`src/rtl/hdmi_pkg.sv`:
```
// Shared types and colour-bar constants for the HDMI source arbiter and pattern generators.
package hdmi_pkg;

  typedef enum logic [1:0] {
    GNT_PAT  = 2'b00,
    GNT_SRC0 = 2'b01,
    GNT_SRC1 = 2'b10
  } grant_t;

  typedef enum logic [1:0] {
    ARB,
    STREAM,
    PATTERN,
    FILL
  } arb_state_t;

  localparam bit [23:0] BAR_WHITE   = 24'hFFFFFF;
  localparam bit [23:0] BAR_YELLOW  = 24'hFFFF00;
  localparam bit [23:0] BAR_CYAN    = 24'h00FFFF;
  localparam bit [23:0] BAR_GREEN   = 24'h00FF00;
  localparam bit [23:0] BAR_MAGENTA = 24'hFF00FF;
  localparam bit [23:0] BAR_RED     = 24'hFF0000;
  localparam bit [23:0] BAR_BLUE    = 24'h0000FF;
  localparam bit [23:0] BAR_BLACK   = 24'h000000;

  function automatic logic [23:0] bar_rgb(input logic [2:0] idx);
    logic [23:0] rgb;
    unique case (idx)
      3'd0: rgb = BAR_WHITE;
      3'd1: rgb = BAR_YELLOW;
      3'd2: rgb = BAR_CYAN;
      3'd3: rgb = BAR_GREEN;
      3'd4: rgb = BAR_MAGENTA;
      3'd5: rgb = BAR_RED;
      3'd6: rgb = BAR_BLUE;
      3'd7: rgb = BAR_BLACK;
    endcase
    return rgb;
  endfunction

endpackage

```
`src/rtl/colorbar_gen.sv`:
```
// Eight-bar vertical colour pattern: maps a column index to its bar colour.
module colorbar_gen
  import hdmi_pkg::*;
#(
  parameter int unsigned H_ACTIVE = 640,
  parameter int unsigned COL_W    = $clog2(H_ACTIVE)
) (
  input  logic [COL_W-1:0] col,
  output logic [23:0]      rgb
);

  localparam int unsigned BAR_W = H_ACTIVE / 8;

  // col < H_ACTIVE, so the quotient always fits in three bits.
  logic [2:0] bar;
  assign bar = 3'(col / COL_W'(BAR_W));
  assign rgb = bar_rgb(bar);

endmodule

```
`src/rtl/hdmi_src_arb.sv`:
```
// Frame-granular arbiter between two pixel sources and an internal pattern/black fill,
// driving the pixel port of the hdmi block.
module hdmi_src_arb
  import hdmi_pkg::*;
#(
  parameter int unsigned H_ACTIVE    = 640,
  parameter int unsigned V_ACTIVE    = 480,
  parameter int unsigned STALL_LIMIT = 1024
) (
  input  logic        clk,
  input  logic        rst,
  input  logic        src0_req,
  input  logic [23:0] src0_rgb,
  input  logic        src0_valid,
  output logic        src0_rdy,
  input  logic        src1_req,
  input  logic [23:0] src1_rgb,
  input  logic        src1_valid,
  output logic        src1_rdy,
  output logic [7:0]  r,
  output logic [7:0]  g,
  output logic [7:0]  b,
  output logic        video_valid,
  input  logic        video_rdy,
  output logic [1:0]  grant,
  output logic        frame_done,
  output logic        stall_err
);

  localparam int unsigned CW = $clog2(H_ACTIVE);
  localparam int unsigned RW = (V_ACTIVE > 1) ? $clog2(V_ACTIVE) : 1;
  localparam int unsigned SW = $clog2(STALL_LIMIT + 1);

  arb_state_t    state_q;
  grant_t        grant_q;
  logic [CW-1:0] col_q;
  logic [RW-1:0] row_q;
  logic [SW-1:0] stall_q;
  logic          frame_done_q;
  logic          stall_err_q;

  logic [23:0] pat_rgb;
  logic [23:0] out_rgb;
  logic        xfer;
  logic        starve;
  logic        last_px;

  colorbar_gen #(
    .H_ACTIVE(H_ACTIVE),
    .COL_W   (CW)
  ) u_colorbar (
    .col(col_q),
    .rgb(pat_rgb)
  );

  // Output mux: STREAM is a zero-latency pass-through of the granted source.
  always_comb begin
    video_valid = 1'b0;
    src0_rdy    = 1'b0;
    src1_rdy    = 1'b0;
    out_rgb     = '0;
    unique case (state_q)
      ARB: ;
      STREAM: begin
        if (grant_q == GNT_SRC1) begin
          video_valid = src1_valid;
          src1_rdy    = video_rdy;
          out_rgb     = src1_rgb;
        end else begin
          video_valid = src0_valid;
          src0_rdy    = video_rdy;
          out_rgb     = src0_rgb;
        end
      end
      PATTERN: begin
        video_valid = 1'b1;
        out_rgb     = pat_rgb;
      end
      FILL: begin
        video_valid = 1'b1;
      end
    endcase
  end

  assign {r, g, b}   = out_rgb;
  assign grant       = grant_q;
  assign frame_done  = frame_done_q;
  assign stall_err   = stall_err_q;

  assign xfer    = video_valid & video_rdy;
  // A low video_rdy is back-pressure from the sink, never a source stall.
  assign starve  = (state_q == STREAM) & video_rdy & ~video_valid;
  assign last_px = (col_q == CW'(H_ACTIVE - 1)) && (row_q == RW'(V_ACTIVE - 1));

  always_ff @(posedge clk) begin
    if (rst) begin
      state_q      <= ARB;
      grant_q      <= GNT_PAT;
      col_q        <= '0;
      row_q        <= '0;
      stall_q      <= '0;
      frame_done_q <= 1'b0;
      stall_err_q  <= 1'b0;
    end else begin
      frame_done_q <= 1'b0;
      stall_err_q  <= 1'b0;
      unique case (state_q)
        ARB: begin
          if (src0_req) begin
            grant_q <= GNT_SRC0;
            state_q <= STREAM;
          end else if (src1_req) begin
            grant_q <= GNT_SRC1;
            state_q <= STREAM;
          end else begin
            grant_q <= GNT_PAT;
            state_q <= PATTERN;
          end
        end
        STREAM, PATTERN, FILL: begin
          if (xfer) begin
            stall_q <= '0;
            if (col_q == CW'(H_ACTIVE - 1)) begin
              col_q <= '0;
              row_q <= (row_q == RW'(V_ACTIVE - 1)) ? '0 : row_q + RW'(1);
            end else begin
              col_q <= col_q + CW'(1);
            end
            if (last_px) begin
              state_q      <= ARB;
              frame_done_q <= 1'b1;
            end
          end else if (starve) begin
            // Abandon the source; FILL finishes the frame from the current position.
            if (stall_q == SW'(STALL_LIMIT - 1)) begin
              stall_q     <= '0;
              state_q     <= FILL;
              stall_err_q <= 1'b1;
            end else begin
              stall_q <= stall_q + SW'(1);
            end
          end
        end
      endcase
    end
  end

endmodule

```
`config.mk`:
```
export PLATFORM = sky130hd
export DESIGN_NAME = hdmi_src_arb
export DESIGN_NICKNAME = d
export VERILOG_FILES = /design/src/rtl/hdmi_pkg.sv /design/src/rtl/colorbar_gen.sv /design/src/rtl/hdmi_src_arb.sv
export SDC_FILE = /design/constraint.sdc
export NUM_CORES = 1
export LEC_CHECK = 0
export CELL_PAD_IN_SITES_DETAIL_PLACEMENT = 2
export CELL_PAD_IN_SITES_GLOBAL_PLACEMENT = 2
export CORE_MARGIN = 1
export CORE_UTILIZATION = 28
export DETAILED_ROUTE_END_ITERATION = 16
export PLACE_DENSITY_LB_ADDON = 0.15
export SETUP_SLACK_MARGIN = 0.1
export SLEW_MARGIN = 0
export SYNTH_ARGS = -nofsm -noshare
export SYNTH_HDL_FRONTEND = slang
export SYNTH_SLANG_ARGS = --single-unit
```
`constraint.sdc`:
```
create_clock -name clk -period 5.4 [get_ports clk]
set_input_delay 1.08 -clock clk [delete_from_list [all_inputs] [get_ports clk]]
set_output_delay 1.08 -clock clk [all_outputs]
set_load 0.005 [all_outputs]
```
==> reports/qor.yml <==
p_sw_share_pct: 39.9
pwr-share-comb_pct: 56.7
drv_slew: 0
ys.flop_type: "dfxtp_1"
die_w_um: 101
status: "completed"
worstSetupPathType: "reg -> out"
place.gp.congestion: 0.710
min_path_type: "reg -> reg"
core_mm2: 0.00937
whs_ns: 0.485
grt_pass1_wl_um: 15800
dp_slack_ns: 1.55
hpwl_um: 7300
p_seq_share_pct: 22.4
synth_cell_type_count: 58
antenna_found_initial: 0
grt_max_degree: 31
clkPwrFrac_pct: 20.8
gr-total-overflow: 0
synth-edff-count: 0
use_met1_pct: 24.2
cts_buffers: 5
pin_count: 86
slew_headroom_pct: 30.8
post_cts_resize_count: 0
drive_above_1_share_pct: 5.32
final_common_cell: "clkdlybuf4s50_1"
crit_path_end_kind: "primary output"
die_h_um: 101
min_from: "row_q[8]$_SDFFE_PP0P_"
setup_ws_ns: 1.48
drt_iter0_markers: 64
r2r_start: "state_q[0]$_SDFFE_PP0P_"
finalHoldViolations: 0
io_buffers: 85
clock_sinks: 36
yosysWarnings: 0
post-cts-setup-buffers: 0
clk_pin_slew_ns: 0.08
cp_slowest_cell: "dfxtp_1"
grt_pass1_vias: 3116
synth_seq_cells: 36
synth_area_mm2: 0.00276
clk_latency_ns: 0.31
max_cap_viol_count: 0
switchingPower_uw: 526
ant_nets: 0
grt.met3_usage_pct: 3.73
rows: 35
syn_inst: 361
wl_um: 9780
rsz0062_at_grt: "false"
vias: 2895
via_per_inst: 5.16
grt-busiest-layer: "met2"
die_area_mm2: 0.0103
internal_power_uw: 793
tightestPinTransition_ns: 1.03
period_minus_slack_ns: 3.92
wl_per_cell_um: 17.4
seq_area_frac_synth_pct: 26.1
avgSynthCellArea_um2: 7.64
clock-skew-final_ns: 0.0139
p_leak_nw: 1.29
root_buffer: "clkbuf_8"
power_mw: 1.32
cp-start-kind: "register"
cts.htree.levels: 2
cts_tree: "done"
final_nets: 495
slowest_delay_ns: 0.59
final_cell_mix: "85 x clkdlybuf4s50_1, 67 x nand2_1, 36 x dfxtp_1, 26 x o21a_1"
final_util_pct: 40.6
crit_fanout: 11
peakVddDrop_mv: 0.171
powerDensity_mw_per_mm2: 347
critical-path-top-delay-family: "compound AO/OA/AOI/OAI gates"
critPathBufInv: 1
syn_to_final_growth_pct: 37.9
arrival_ns: 2.84
cp_cell_sequence: "and3b_1 -> o21ai_0 -> a311oi_1 -> a2111oi_4 -> o21a_1 -> clkdlybuf4s50_1"
grtUsageMet2_pct: 35.9
cts_hold_buffers: 0
cp-startpoint: "col_q[7]$_SDFFE_PP0P_"
setup_viol: 0
grt_usage_pct: 19.6
start_util_pct: 29.4
antenna_cells: 0
required_ns: 4.32
syn-num-nets: 425
fin_crit_sh_pct: 72.6
async_flop_share_pct: 0
drc_errors: 0
cts_buffer_depth: 2
max_freq_ghz: 0.255
fin_tns_setup_ns: 0
drt_first_pass_iters: 4
state kept, by name (all words and copies together) (netlist names):
signal / cells
stall_q: 11
row_q: 9
grant: 2
stall_err: 1
frame_done: 1
col_q: 10
state_q: 2
power by group through the flow:
stage / logic [mW] / clock network, mW / registers [mW]
after global placement: 0.745 / 0 / 0.300
after detailed placement: 0.759 / 0 / 0.302
after floorplan: 0.427 / 0 / 0.297
after CTS: 0.766 / 0.280 / 0.297
final: 0.749 / 0.274 / 0.296
after global routing: 0.815 / 0.292 / 0.299
cells in the mapped netlist, types with 5 or more instances:
cell type  instances  area (µm²)
a21boi_0          24         180
a21oi_1           14        70.1
buf_2              7        35.0
clkbuf_1          14        52.6
dfxtp_1           36         721
ha_1               9         113
inv_1              8        30.0
nand2_1           67         251
nand2b_1           5        31.3
nand3_1           11        55.1
nand4_1            9        56.3
nor2_1            24        90.1
nor3_1             9        45.0
nor4_1             6        37.5
o21a_1            26         195
o21ai_0            8        40.0
or4_1              5        37.5
xnor2_1           13         114
xor2_1             6        52.6
per-stage QoR:
stage	std cells	cell area (µm²)
5_1_grt	561	3800
4_1_cts	561	3800
2_1_floorplan	361	2760
6_report	561	3800
3_3_place_gp	553	3680
3_5_place_dp	553	3680
tightest hold or removal path, delay by kind of cell (launching register included):
| family | cells | cell delay, ns |
|---|---|---|
| AOI/OAI and AO/OA | 2 | 0.12 |
| DFF | 1 | 0.32 |
worst paths after layout:
kind                                                end  slack, ns  cells after the start
worst max-delay path                               b[5]       1.48                      6
worst min-delay path              row_q[8]$_SDFFE_PP0P_       0.49                      2
worst max register to register  stall_q[7]$_SDFFE_PP0P_       2.68                      6
worst min register to register    row_q[8]$_SDFFE_PP0P_       0.49                      2
layer usage:
metal / vias up / routed length [µm] / part of all wire [%]
li1: 1429 / - / -
met1: 1427 / 4350 / 44
met2: 32 / 5160 / 53
met3: 7 / 186 / 1.9
met4: 0 / 78 / 0.80
met5: - / 0 / 0
area by class of cell:
class	count	area [µm²]
sequential	36	721
multi-input combinational	293	1900
clock buffer	7	96.3
clock inverter	1	30.0
inverter	8	30.0
timing repair buffer	87	866
tap	129	161
fill	1122	5570
logic make-up after synthesis:
family | after synthesis | synth area share, %
DFF | 36 | 26.1
adders and majority gates | 9 | 4.08
muxes | 3 | 1.13
xor gates and xnor gates | 19 | 6.03
and+or+nand+nor | 168 | 32.3
AOI/OAI and AO/OA | 94 | 25.3
buffers and inverters | 32 | 5.08
(Power assumes the default switching activity.)
